===== config.mk =====
export PLATFORM = sky130hd
export DESIGN_NAME = coherent_bus_ctrl
export DESIGN_NICKNAME = d
export VERILOG_FILES = /design/src/rtl/coherent_bus_ctrl.sv
export SDC_FILE = /design/constraint.sdc
export NUM_CORES = 1
export LEC_CHECK = 0
export CORE_AREA = 2 2 197 199
export DETAILED_ROUTE_END_ITERATION = 16
export DIE_AREA = 0 0 199 201
export PLACE_DENSITY_LB_ADDON = 0.08
export REMOVE_ABC_BUFFERS = 1
export SLEW_MARGIN = 20
export SYNTH_ARGS = -nofsm -noshare
export SYNTH_HDL_FRONTEND = slang
export SYNTH_SLANG_ARGS = --single-unit

===== constraint.sdc =====
create_clock -name CLK -period 2.5 [get_ports CLK]
set_input_delay 0.75 -clock CLK [delete_from_list [all_inputs] [get_ports CLK]]
set_output_delay 0.75 -clock CLK [all_outputs]
set_load 0.05 [all_outputs]

===== src/rtl/coherent_bus_ctrl.sv =====
// coherent_bus_ctrl: round-robin coherent arbiter between CPUS L1 caches and one single-ported RAM
//   CLK, nRST                            clock, asynchronous active-low reset
//   iREN, iaddr -> iwait, iload          per-core instruction fetch
//   dREN, dWEN, daddr, dstore -> dwait, dload   per-core block read / write-back
//   ccwrite, cctrans -> ccwait, ccinv, ccsnoopaddr   snoop side; dstore of the supplier feeds C2C
//   ramstate, ramload -> ramREN, ramWEN, ramaddr, ramstore   RAM port
module coherent_bus_ctrl #(
  parameter int CPUS = 2,
  parameter int BLKWORDS = 2
) (
  input  logic                 CLK,
  input  logic                 nRST,
  input  logic [CPUS-1:0]      iREN,
  input  logic [CPUS*32-1:0]   iaddr,
  output logic [CPUS-1:0]      iwait,
  output logic [CPUS*32-1:0]   iload,
  input  logic [CPUS-1:0]      dREN,
  input  logic [CPUS-1:0]      dWEN,
  input  logic [CPUS*32-1:0]   daddr,
  input  logic [CPUS*32-1:0]   dstore,
  output logic [CPUS-1:0]      dwait,
  output logic [CPUS*32-1:0]   dload,
  input  logic [CPUS-1:0]      ccwrite,
  input  logic [CPUS-1:0]      cctrans,
  output logic [CPUS-1:0]      ccwait,
  output logic [CPUS-1:0]      ccinv,
  output logic [CPUS*32-1:0]   ccsnoopaddr,
  input  logic [1:0]           ramstate,
  input  logic [31:0]          ramload,
  output logic                 ramREN,
  output logic                 ramWEN,
  output logic [31:0]          ramaddr,
  output logic [31:0]          ramstore
);
  localparam int GW = $clog2(CPUS);
  localparam int WW = $clog2(BLKWORDS) + 1;
  localparam logic [1:0] ACCESS = 2'b10;
  typedef enum logic [2:0] {IDLE, IFETCH, SNOOP, C2C, M2C, WB, INV} state_t;
  state_t state_q, state_d;
  logic [GW-1:0] gnt_q, gnt_d, sup_q, sup_d, last_q, last_d, win, sup_sel;
  logic [WW-1:0] wcnt_q, wcnt_d;
  logic [CPUS-1:0] dreq, oth;
  logic [31:0] g_iaddr, g_daddr, g_dstore, s_dstore;
  logic acc, last_word, sup_hit, snp, word;
  // Scan far-to-near so the requester closest after ptr is the last (winning) assignment.
  function automatic logic [GW-1:0] rr_pick(input logic [CPUS-1:0] req, input logic [GW-1:0] ptr);
    logic [GW-1:0] p;
    p = ptr;
    for (int i = CPUS; i >= 1; i--)
      if (req[(int'(ptr) + i) % CPUS]) p = GW'((int'(ptr) + i) % CPUS);
    return p;
  endfunction
  assign dreq = dREN | dWEN | ccwrite;
  assign win = rr_pick(|dreq ? dreq : iREN, last_q);
  assign acc = ramstate == ACCESS;
  assign last_word = wcnt_q + 1'b1 == WW'(BLKWORDS);
  assign oth = ~(CPUS'(1) << gnt_q);
  assign g_iaddr = iaddr[32*gnt_q +: 32];
  assign g_daddr = daddr[32*gnt_q +: 32];
  assign g_dstore = dstore[32*gnt_q +: 32];
  assign s_dstore = dstore[32*sup_q +: 32];
  always_comb begin
    sup_sel = '0;
    sup_hit = 1'b0;
    for (int k = CPUS - 1; k >= 0; k--)
      if (cctrans[k] && k != int'(gnt_q)) begin
        sup_sel = GW'(k);
        sup_hit = 1'b1;
      end
  end
  always_comb begin
    state_d = state_q;
    gnt_d = gnt_q;
    sup_d = sup_q;
    last_d = last_q;
    wcnt_d = wcnt_q;
    iwait = '1;
    iload = '0;
    dwait = '1;
    dload = '0;
    ccwait = '0;
    ccinv = '0;
    ccsnoopaddr = '0;
    ramREN = 1'b0;
    ramWEN = 1'b0;
    ramaddr = '0;
    ramstore = '0;
    snp = 1'b0;
    word = 1'b0;
    case (state_q)
      IDLE: if (|dreq || |iREN) begin
        gnt_d = win;
        last_d = win;
        wcnt_d = '0;
        state_d = dWEN[win] ? WB : dREN[win] ? SNOOP : ccwrite[win] ? INV : IFETCH;
      end
      IFETCH: begin
        ramREN = 1'b1;
        ramaddr = g_iaddr;
        if (acc) begin
          iload[32*gnt_q +: 32] = ramload;
          iwait[gnt_q] = 1'b0;
          state_d = IDLE;
        end
      end
      SNOOP: begin
        ccwait = oth;
        ccinv = ccwrite[gnt_q] ? oth : '0;
        snp = 1'b1;
        sup_d = sup_sel;
        state_d = sup_hit ? C2C : M2C;
      end
      C2C: begin
        ccwait = oth;
        ccinv[sup_q] = ccwrite[gnt_q];
        snp = 1'b1;
        word = 1'b1;
        ramWEN = 1'b1;
        ramaddr = g_daddr;
        ramstore = s_dstore;
        dload[32*gnt_q +: 32] = s_dstore;
        dwait[sup_q] = ~acc;
      end
      M2C: begin
        ccwait = oth;
        word = 1'b1;
        ramREN = 1'b1;
        ramaddr = g_daddr;
        dload[32*gnt_q +: 32] = acc ? ramload : '0;
      end
      WB: begin
        word = 1'b1;
        ramWEN = 1'b1;
        ramaddr = g_daddr;
        ramstore = g_dstore;
      end
      INV: begin
        ccwait = oth;
        ccinv = oth;
        snp = 1'b1;
        dwait[gnt_q] = 1'b0;
        state_d = IDLE;
      end
      default: state_d = IDLE;
    endcase
    // Every cycle a word completes, the requester sees dwait low and the counter advances.
    if (word && acc) begin
      dwait[gnt_q] = 1'b0;
      wcnt_d = wcnt_q + 1'b1;
      state_d = last_word ? IDLE : state_q;
    end
    for (int k = 0; k < CPUS; k++)
      if (snp && oth[k]) ccsnoopaddr[32*k +: 32] = g_daddr;
  end
  always_ff @(posedge CLK or negedge nRST)
    if (!nRST) begin
      state_q <= IDLE;
      gnt_q <= '0;
      sup_q <= '0;
      last_q <= GW'(CPUS - 1);
      wcnt_q <= '0;
    end else begin
      state_q <= state_d;
      gnt_q <= gnt_d;
      sup_q <= sup_d;
      last_q <= last_d;
      wcnt_q <= wcnt_d;
    end
endmodule


==> results.cfg <==
[outcome]
status = finished with violations
violations = setup timing

[yosys]
yosys.area_share.simple = 0.379
ys_types = 45
yosys_warnings = 0
synth_compound_area_frac = 0.290
synth_ff_type = dfrtp_1
syn_inst = 613
synth_xor_area_frac = 0.00240
synthesis.area_um2 = 3650
synth_top_family_by_area = simple AND/OR/NAND/NOR gates
synth-adder-area-share = 0.00342
ys_seq_elements = 8
async_flop_share = 1.00
synth_edf_count = 0
avgSynthCellArea_um2 = 5.96
seq_area_frac_synth = 0.0551
synth_mux_area_frac = 0.194

[timing]
min_period_ns = 2.71
rsz0062_at_grt = true
setup_viol = 199
skew_ns = 0.00849
hold_viol_final = 0
worst_slew_pin_slew_ns = 0.450
slew_headroom = 0.699
finalCritPeriodShare = 1.08
drv_slew = 0
worst_slack_ns = -0.210
fmax_mhz = 369

[routing]
drt-total-wl_um = 42200
dr.pass1.iters = 4
wl_per_cell_um = 23.5
via_count = 7388
antenna_left = 0
drc = 0
drt_iter0_markers = 183
routed_via_density = 4.12

[floorplanning]
die_w_um = 199
core.rowCount = 72
core_um2 = 38100
dieArea_um2 = 40000
die_h_um = 201
num_io_pins = 504
initial_core_util = 0.0959

[final_layout]
syn_to_final_growth_pct = 360
nFillCells = 3652
final_cell_mix = 304 x buf_12, 176 x clkdlybuf4s50_1, 109 x nor2_4
layout_commonest_cell = buf_12
utilization = 0.441
final_cells = 1794
drive_gt1_frac = 0.676
num-nets-final = 1509

[clocking]
cts.sink_count = 8
cts_buffers = 3
cts-root-buf = clkbuf_16
clockBufferDepth = 2
ctsHoldBuffers = 0
cts_tree = done
cts_max_level = 1
clkTransAtPathRegs_ns = 0.04
clkLatencyLatePin_ns = 0.24

[power_and_ir_drop]
powerDensity_nw_per_um2 = 1240
ir_drop_mv = 0.841
finalPower_mw = 20.8
p_leak_nw = 6.75

[setup_path]
cp_slowest_stage_delay_ns = 0.47
required_ns = 1.75
critPathTopFamily = simple AND/OR/NAND/NOR gates
start_kind = register
worstPathCellList = nand2b_4 > nor2_4 > a21o_1 > nand2_4 > clkbuf_16 > nor2_2 > buf_12
critPathMaxFanout = 8
crit_type = reg2out
crit_slowest_cell = dfrtp_2
r2r_cells = 6
path_depth = 7
worst-path-buf-inv = 2
end_kind = output pin
cp.arrival_ns = 1.96

[min_path]
hold_path_class = reg2reg
min_path_cells = 2

[grt]
grt_use_met3 = 0.0657
grt_pass1_wl_um = 57600
grt_max_degree = 33
grt_use_met2 = 0.386
antenna_found_initial = 11
track_usage = 0.201
grt_pass1_vias = 7942
grt_overflow = 0
busiest_layer = met2
use_met1 = 0.211

[place]
gp_congestion = 0.832
placedCellCount = 1714
port_buffers = 503
hpwl_um = 29900

[flow_run]
drv_cap = 0
[what timing repair did]
action / in CTS / in global routing
cloned: 25 / 4
setup endpoints to repair: 235 / 261
resized for setup: 581 / 151
buffers inserted: 40 / 8
pin swaps: 109 / 94
[state kept, by name (all words and copies together) (netlist names)]
signal	flops
state_q	3
sup_q	1
last_q	1
wcnt_q	2
gnt_q	1
[cells in the mapped netlist, drive strengths merged, types with 2 or more instances]
cell / n / area, µm²
nor3b: 2 / 15.0
or3: 2 / 17.5
nor3: 8 / 40.0
a22oi: 30 / 225
nor2: 149 / 562
mux2i: 31 / 310
o21a: 2 / 15.0
a21oi: 9 / 48.8
mux2: 35 / 398
nor2b: 4 / 25.0
clkbuf: 34 / 129
nand2b: 8 / 50.1
a22o: 33 / 289
a221o: 2 / 20.0
dfrtp: 7 / 175
o21ai: 70 / 354
o22ai: 3 / 18.8
inv: 5 / 18.8
nand2: 77 / 289
a31oi: 3 / 25.0
nand3: 4 / 20.0
and2: 52 / 325
and3: 2 / 12.5
buf: 27 / 130
o32ai: 2 / 17.5
[power breakdown]
group	switching [mW]	internal, mW
logic	10.7	9.49
clock network	0.0723	0.213
registers	0.127	0.209
total	10.9	9.91
[layout make-up]
type / instances / area, µm² / area share
well taps: 518 / 648 / 0.0386
diodes: 7 / 17.5 / 0.00104
clock buffers: 4 / 78.8 / 0.00470
repair buffers: 713 / 10400 / 0.620
inverters: 5 / 18.8 / 0.00112
multi-input cells: 539 / 5400 / 0.322
flip-flops and latches: 8 / 210 / 0.0125
[worst register-to-register path, delay by kind of cell (launching register included)]
family | cells | cell delay (ns)
buffers and inverters | 2 | 0.31
AOI/OAI and AO/OA | 3 | 0.70
DFF | 1 | 0.49
and+or+nand+nor | 1 | 0.35
[path summary, 6_finish.rpt]
kind                       startpoint  slack [ns]          to
max in group asynchronous        nRST        1.37      last_q
hold / removal              wcnt_q[1]        0.53   wcnt_q[1]
setup reg to reg           state_q[2]        0.52   wcnt_q[1]
setup / recovery           state_q[1]       -0.21   dload[45]
hold reg to reg             wcnt_q[1]        0.53   wcnt_q[1]
min in group asynchronous        nRST        0.81  state_q[1]
[per-layer routing]
layer	vias to the layer above	wire, µm
met5	-	22
met4	4	932
met3	43	3910
met2	344	22600
met1	3529	14700
li1	3468	-
[through the flow]
step	instance area, µm²	hold slack, ns	setup TNS (ns)	setup WS [ns]
after floorplan	3390	0.454	-396.82	-2.22
after global routing	16800	0.551	-36.12	-0.279
after detailed placement	13100	0.529	-75.59	-0.650
after global placement	13100	0.515	-72.49	-0.638
final	16800	0.530	-22.03	-0.210
after CTS	16100	0.537	-30.22	-0.234
[kinds of logic after synthesis]
logic type               after synthesis
adder cells (fa/ha/maj)                1
XOR/XNOR                               1
AO/OA/AOI/OAI                        160
buffers and inverters                 66
AND/OR/NAND/NOR                      311
flip-flops                             8
multiplexers                          66
Note: power is estimated with default switching activity, not from simulation.
